==> src/rtl/terrain_crater_writer.sv <==
// terrain_crater_writer
//   Carves a circular crater into the per-column terrain bitmaps. For every
//   column x in [max(cx-r,0), min(cx+r,COLS-1)] it reads the column word,
//   finds the half-height h of the circle at that column, clears the bits
//   cy-h..cy+h that lie in 0..ROWS-1, and writes the word back inside the
//   display write window.
//
// Ports
//   clk_i, reset_i   system clock, synchronous active-high reset
//   start_i          crater request (sampled in IDLE only)
//   cx_i, cy_i       crater centre column / row
//   radius_i         crater radius in pixels
//   busy_o           crater in progress
//   done_o           one-cycle completion pulse
//   rd_addr_o        column address to the terrain read port
//   rd_data_i        column word, valid one cycle after rd_addr_o
//   wr_allow_i       write window; writes only happen while it is high
//   wr_en_o          one-cycle column write strobe
//   wr_addr_o        column address of the write
//   wr_data_o        modified column word
module terrain_crater_writer #(
  parameter int COLS   = 640,
  parameter int ROWS   = 480,
  parameter int DATA_W = 512,
  parameter int R_W    = 6
) (
  input  logic              clk_i,
  input  logic              reset_i,
  input  logic              start_i,
  input  logic [9:0]        cx_i,
  input  logic [9:0]        cy_i,
  input  logic [R_W-1:0]    radius_i,
  output logic              busy_o,
  output logic              done_o,
  output logic [9:0]        rd_addr_o,
  input  logic [DATA_W-1:0] rd_data_i,
  input  logic              wr_allow_i,
  output logic              wr_en_o,
  output logic [9:0]        wr_addr_o,
  output logic [DATA_W-1:0] wr_data_o
);

  localparam int SQ_W = 2 * R_W;

  localparam logic [9:0]  COLS_A  = 10'(COLS);
  localparam logic [11:0] COLS_M1 = 12'(COLS - 1);

  typedef enum logic [2:0] {
    S_IDLE, S_SETUP, S_READ, S_WAIT, S_CALC, S_WRITE, S_NEXT, S_FIN
  } state_e;

  state_e state_q, state_d;

  logic [9:0]        cx_q, cy_q;
  logic [R_W-1:0]    r_q;
  logic [9:0]        x_q, x_hi_q;
  logic [R_W-1:0]    h_q;
  logic [DATA_W-1:0] col_q;

  // ---------------------------------------------------------------------
  // Column range. Worked in 12-bit signed so cx-r below zero does not wrap.
  // ---------------------------------------------------------------------
  logic [11:0]        r_ext, h_ext;
  logic signed [11:0] x_lo_s;
  logic [11:0]        x_hi_full;
  logic [9:0]         x_lo, x_hi;

  assign r_ext     = {{(12-R_W){1'b0}}, r_q};
  assign h_ext     = {{(12-R_W){1'b0}}, h_q};
  assign x_lo_s    = signed'({2'b00, cx_q}) - signed'(r_ext);
  assign x_hi_full = {2'b00, cx_q} + r_ext;
  assign x_lo      = (x_lo_s < 0) ? 10'd0 : x_lo_s[9:0];
  assign x_hi      = (x_hi_full > COLS_M1) ? COLS_M1[9:0] : x_hi_full[9:0];

  // ---------------------------------------------------------------------
  // Half-height search. h walks down from r until h^2 + dx^2 <= r^2.
  // dx never exceeds r because x stays inside [cx-r, cx+r], so the
  // truncation to R_W bits is lossless.
  // ---------------------------------------------------------------------
  logic [R_W-1:0]  dx;
  logic [SQ_W-1:0] h_sq, dx_sq, r_sq;
  logic [SQ_W:0]   sum_sq;
  logic            shrink;

  assign dx     = R_W'((x_q >= cx_q) ? (x_q - cx_q) : (cx_q - x_q));
  assign h_sq   = SQ_W'(h_q) * SQ_W'(h_q);
  assign dx_sq  = SQ_W'(dx)  * SQ_W'(dx);
  assign r_sq   = SQ_W'(r_q) * SQ_W'(r_q);
  assign sum_sq = (SQ_W+1)'(h_sq) + (SQ_W+1)'(dx_sq);
  assign shrink = sum_sq > (SQ_W+1)'(r_sq);

  // ---------------------------------------------------------------------
  // Clear mask: bit y is cleared when cy-h <= y <= cy+h. The lower bound
  // is signed, so a negative cy-h simply admits every y from 0. Bits at
  // ROWS and above are padding and are never touched.
  // ---------------------------------------------------------------------
  logic signed [11:0] y_lo_s, y_hi_s;
  logic [DATA_W-1:0]  clr;

  assign y_lo_s = signed'({2'b00, cy_q}) - signed'(h_ext);
  assign y_hi_s = signed'({2'b00, cy_q} + h_ext);

  for (genvar g = 0; g < DATA_W; g++) begin : g_mask
    if (g < ROWS) begin : g_row
      localparam logic signed [11:0] YV = 12'(g);
      assign clr[g] = (YV >= y_lo_s) && (YV <= y_hi_s);
    end else begin : g_pad
      assign clr[g] = 1'b0;
    end
  end

  // ---------------------------------------------------------------------
  // State register
  // ---------------------------------------------------------------------
  always_ff @(posedge clk_i) begin
    if (reset_i) state_q <= S_IDLE;
    else         state_q <= state_d;
  end

  // ---------------------------------------------------------------------
  // Next state and control outputs
  // ---------------------------------------------------------------------
  always_comb begin
    state_d = state_q;
    busy_o  = 1'b0;
    done_o  = 1'b0;
    wr_en_o = 1'b0;
    case (state_q)
      S_IDLE: begin
        if (start_i) state_d = S_SETUP;
      end
      S_SETUP: begin
        busy_o  = 1'b1;
        // A centre off the right edge produces no columns at all.
        state_d = (cx_q >= COLS_A) ? S_FIN : S_READ;
      end
      S_READ: begin
        busy_o  = 1'b1;
        state_d = S_WAIT;
      end
      S_WAIT: begin
        busy_o  = 1'b1;
        state_d = S_CALC;
      end
      S_CALC: begin
        busy_o = 1'b1;
        if (!shrink) state_d = S_WRITE;
      end
      S_WRITE: begin
        busy_o = 1'b1;
        if (wr_allow_i) begin
          // A reset in this very cycle must not leak a half-finished write.
          wr_en_o = !reset_i;
          state_d = S_NEXT;
        end
      end
      S_NEXT: begin
        busy_o  = 1'b1;
        state_d = (x_q == x_hi_q) ? S_FIN : S_READ;
      end
      S_FIN: begin
        done_o  = 1'b1;
        state_d = S_IDLE;
      end
      default: state_d = S_IDLE;
    endcase
  end

  // ---------------------------------------------------------------------
  // Datapath
  // ---------------------------------------------------------------------
  always_ff @(posedge clk_i) begin
    if (reset_i) begin
      cx_q   <= '0;
      cy_q   <= '0;
      r_q    <= '0;
      x_q    <= '0;
      x_hi_q <= '0;
      h_q    <= '0;
      col_q  <= '0;
    end else begin
      case (state_q)
        S_IDLE: begin
          if (start_i) begin
            cx_q <= cx_i;
            cy_q <= cy_i;
            r_q  <= radius_i;
          end
        end
        S_SETUP: begin
          x_q    <= x_lo;
          x_hi_q <= x_hi;
        end
        S_WAIT: begin
          col_q <= rd_data_i;
          h_q   <= r_q;
        end
        S_CALC: begin
          if (shrink) h_q   <= h_q - R_W'(1);
          else        col_q <= col_q & ~clr;
        end
        S_NEXT: begin
          if (x_q != x_hi_q) x_q <= x_q + 10'd1;
        end
        default: ;
      endcase
    end
  end

  // The column register already holds the carved word once WRITE is reached.
  assign rd_addr_o = x_q;
  assign wr_addr_o = x_q;
  assign wr_data_o = col_q;

endmodule

==> config.mk <==
export PLATFORM = sky130hd
export DESIGN_NAME = terrain_crater_writer
export DESIGN_NICKNAME = d
export VERILOG_FILES = /design/src/rtl/terrain_crater_writer.sv
export SDC_FILE = /design/constraint.sdc
export NUM_CORES = 2
export LEC_CHECK = 0
export ABC_AREA = 1
export CAP_MARGIN = 0
export CORE_AREA = 3 3 413 415
export CTS_CLUSTER_DIAMETER = 60
export CTS_CLUSTER_SIZE = 24
export DETAILED_ROUTE_END_ITERATION = 8
export DIE_AREA = 0 0 416 418
export GPL_TIMING_DRIVEN = 0
export PLACE_DENSITY_LB_ADDON = 0.2
export SLEW_MARGIN = 20
export SYNTH_ARGS = -nofsm -noshare
export SYNTH_HDL_FRONTEND = slang
export SYNTH_SLANG_ARGS = --single-unit
==> constraint.sdc <==
create_clock -name clk_i -period 22.4 [get_ports clk_i]
set_input_delay 4.48 -clock clk_i [delete_from_list [all_inputs] [get_ports clk_i]]
set_output_delay 4.48 -clock clk_i [all_outputs]
set_load 0.03 [all_outputs]
==> run_results.csv <==
group,metric,value,unit
pwr,vdd.ir_drop.worst,286.7,uV
route,route.vias.total,55270,
floorplanning,die_width,416,um
route,dr.pass1.iters,8,
clocking,post_cts.resized_instances,0,
synth,syn-instance-count,7025,
worst_hold_path,holdCritPathClass,"flip-flop to flip-flop",
pwr,leakage_power_summed_over_all_cells,21.20,nW
sta,fin_tns_setup,0,ns
synth,netlist.area_leader.share,27.72,%
floorplanning,design.core.area,167000,um^2
pwr,power_per_cell_area,219.3,nW/um^2
route,met3RoutedLength,30.95,mm
sta,worst-slew-pin-transition,1.407,ns
floorplanning,io-pin-count,1077,
critical_path,cp-start-kind,"flip-flop",
sta,max_slew_headroom,6.208,%
global_routing,grt_max_degree,19,
cells_and_area,drive_gt1_share,5.928,%
job,drv_cap,0,
placement,detailedPlacementHpwl,258.0,mm
synth,syn_area,40950,um^2
route,detailedRoute.firstIterationViolations,6463,
critical_path,critical_path_buf_inv_count,8,
global_routing,total_global_routing_track_utilization,35.22,%
synth,yosysUniqueCellTypes,55,
synth,flip_flop_and_latch_count_after_synthesis,567,
sta,timing_max_transition_violations_final,0,
critical_path,critical_path.max_stage_delay,0.89,ns
floorplanning,die_area,173900,um^2
sta,timing.final.hold_violations,0,
route,drc_errors_left,0,
critical_path,timing.critical_path.fanout_max,10,
sta,post-route-period-util,50.78,%
synth,synthFlopType,"sky130_fd_sc_hd__dfxtp_1",
critical_path,worst-endpoint-arrival,11.94,ns
cells_and_area,design.final.nets,8863,
synth,asyncSetResetFlopFracSynth,0,%
placement,number_of_buffer_cells_added_on_primary_ports,1075,
sta,rsz_0062_raised_after_global_routing,"no",
clocking,clockBufferDepth,3,
cells_and_area,most_common_cell_after_layout_fill_and_taps_aside,"sky130_fd_sc_hd__nand2_1",
clocking,tritoncts,"yes",
critical_path,crit_path_top_delay_cell,"sky130_fd_sc_hd__buf_1",
cells_and_area,layout-area-overhead-vs-synth,39.70,%
global_routing,grt_antenna_before_repair,29,
synth,synth-seq-area-share,27.72,%
sta,setup_viol,0,
sta,timing.hold.ws,0.4554,ns
route,via_count_normalized_by_instance_count,5.287,
critical_path,critical-path-top-cell-by-count,"sky130_fd_sc_hd__nand2_1",
clocking,cts_made_buffers,66,
critical_path,crit_path_class,"flip-flop to flip-flop",
global_routing,globalRoute.totalOverflow,0,
synth,syn_area_per_cell,5.829,um^2
clocking,cts-htree-levels,3,
floorplanning,floorplan.rows,150,
global_routing,grt_pass1_vias,52670,
route,dr.max_layer_used,"met5",
route,met2_wirelength,143.9,mm
route,routed_wl,321.4,mm
clocking,cts.clk_slew.worst_paths,0.07,ns
synth,cell_taking_the_most_area_after_synthesis,"sky130_fd_sc_hd__dfxtp_1",
global_routing,grt_pass1_wl,429.2,mm
clocking,clk_root_buffer_cell,"sky130_fd_sc_hd__clkbuf_16",
synth,synth.top_cells.by_area,"sky130_fd_sc_hd__dfxtp_1 28%, sky130_fd_sc_hd__nand2_1 27%, sky130_fd_sc_hd__a21oi_1 7.8%, sky130_fd_sc_hd__nand3_1 7.6%, sky130_fd_sc_hd__o21ai_0 4.2%",
synth,synth-edff-count,0,
route,wl_met1,125.1,mm
cells_and_area,most_used_cells_in_the_layout_excluding_fill_and_tap_cells,"2,929 x sky130_fd_sc_hd__nand2_1, 1,075 x sky130_fd_sc_hd__clkdlybuf4s50_1, 639 x sky130_fd_sc_hd__a21oi_1, 619 x sky130_fd_sc_hd__nand3_1, 567 x sky130_fd_sc_hd__dfxtp_1",
floorplanning,effective_utilization_at_floorplan,24.51,%
sta,worst_clock_skew,0.04758,ns
clocking,tritoncts_num_sinks,567,
critical_path,crit_path_end_kind,"flip-flop",
critical_path,critical_path.top_delay_family,"adder cells",
placement,place_congestion,1.096,
critical_path,worstPathRequired,22.97,ns
route,routed_wire_length_per_instance,30.74,um
floorplanning,die_y,418,um
clocking,cts_hold_buf,0,
clocking,worstSkewPairLatency,0.73,ns
sta,layout_min_cycle_time,11.38,ns
clocking,post_cts_buffers,0,
synth,synth_nets,7709,
status,run_status,"complete, no violations",
synth,ys.warnings.count,0,
sta,fmax,87.91,MHz
route,route.antenna.remaining_nets,0,
per-stage QoR:
| step | utilization (%) | setup WS [ns] | std cells | power [W] | cell area, um^2 |
|---|---|---|---|---|---|
| global placement | 32.61 | 9.654 | 10300 | 0.01096 | 54460 |
| floorplan | - | 12.05 | 7025 | 0.006966 | 40950 |
| finish | 34.24 | 11.02 | 10450 | 0.01254 | 57200 |
| CTS | 34.22 | 11.16 | 10440 | 0.01225 | 57150 |
| detailed placement | 32.80 | 11.21 | 10320 | 0.01102 | 54790 |
| global route | 34.23 | 10.65 | 10440 | 0.01320 | 57180 |
where the power goes:
| part | internal [W] | switching, W | total [W] |
|---|---|---|---|
| Combinational | 0.00272 | 0.00733 | 0.0100 |
| Sequential | 0.00117 | 0.000134 | 0.00131 |
| Clock | 0.000630 | 0.000555 | 0.00119 |
| Total | 0.00453 | 0.00801 | 0.0125 |
cell type report:
class                           instances  area [um^2]
Inverter                              467         1755
Clock buffer                           70         1687
Sequential cell                       567        11350
Tap cell                             2204         2758
Fill cell                           18920       109800
Clock inverter                         51        675.6
Timing Repair Buffer                 1086        10960
Buffer                                441         2002
Multi-Input combinational cell       5550        25970
Antenna cell                           17        42.54
Yosys cell counts (3+ instances only):
cell and count:
sky130_fd_sc_hd__buf_4 30, sky130_fd_sc_hd__nor2_2 45, sky130_fd_sc_hd__inv_2 35, sky130_fd_sc_hd__or2_2 7, sky130_fd_sc_hd__o21ai_1 70, sky130_fd_sc_hd__nor2_1 430, sky130_fd_sc_hd__nor2_4 13, sky130_fd_sc_hd__o22ai_1 5
sky130_fd_sc_hd__o21bai_1 6, sky130_fd_sc_hd__nand3_2 3, sky130_fd_sc_hd__a31oi_1 15, sky130_fd_sc_hd__a21oi_2 11, sky130_fd_sc_hd__o21ai_2 11, sky130_fd_sc_hd__fa_1 48, sky130_fd_sc_hd__nand4_2 3, sky130_fd_sc_hd__buf_2 90
sky130_fd_sc_hd__nand4_1 47, sky130_fd_sc_hd__buf_6 7, sky130_fd_sc_hd__inv_1 416, sky130_fd_sc_hd__xor2_1 25, sky130_fd_sc_hd__ha_1 94, sky130_fd_sc_hd__o21ai_0 342, sky130_fd_sc_hd__dfxtp_1 567, sky130_fd_sc_hd__nor3_1 19
sky130_fd_sc_hd__o21a_1 10, sky130_fd_sc_hd__nand3b_1 11, sky130_fd_sc_hd__nand3_1 619, sky130_fd_sc_hd__o211ai_1 77, sky130_fd_sc_hd__nand2_1 2929, sky130_fd_sc_hd__xnor2_1 18, sky130_fd_sc_hd__buf_1 24, sky130_fd_sc_hd__a21oi_1 641
sky130_fd_sc_hd__clkinv_1 15, sky130_fd_sc_hd__clkbuf_1 290, sky130_fd_sc_hd__nand2_2 26
path summary, 6_finish.rpt:
kind,start,endpoint,slack [ns],cells past startpoint
max,rd_addr_o[3],wr_data_o[264],11.02,37
min,wr_data_o[24],wr_data_o[24],0.46,2
max reg2reg,rd_addr_o[3],wr_data_o[264],11.02,37
min reg2reg,wr_data_o[24],wr_data_o[24],0.46,2
flip-flops by register name, summed over array words and instances, names as in the netlist:
name       cells
h_q            6
state_q        3
wr_data_o    512
cx_q          10
cy_q          10
rd_addr_o     10
r_q            6
x_hi_q        10
routing by layer:
layer  GRT usage [%]  vias to the layer above
met4           19.77                       12
li1                -                    24880
met1           41.93                    26310
met2           56.72                     3227
met5          0.5001                        -
met3           10.17                      836
worst min-delay path, delay by kind of cell (launching register included):
kind,cells,cell delay [ns]
DFF,1,0.30
and+or+nand+nor,1,0.06
AOI/OAI and AO/OA,1,0.05
logic make-up (layout without fill, tap and decap cells):
family | count (synthesis) | in the layout | synth area share (%)
AND/OR/NAND/NOR | 4165 | 4165 | 41.50
AO/OA/AOI/OAI | 1197 | 1197 | 15.53
buffers and inverters | 908 | 2115 | 9.008
XOR/XNOR | 45 | 45 | 0.9992
flip-flops | 567 | 567 | 27.72
multiplexers | 1 | 1 | 0.02445
other | 0 | 17 | 0
adder cells (fa/ha/maj) | 142 | 142 | 5.219
(Power assumes the default switching activity.)
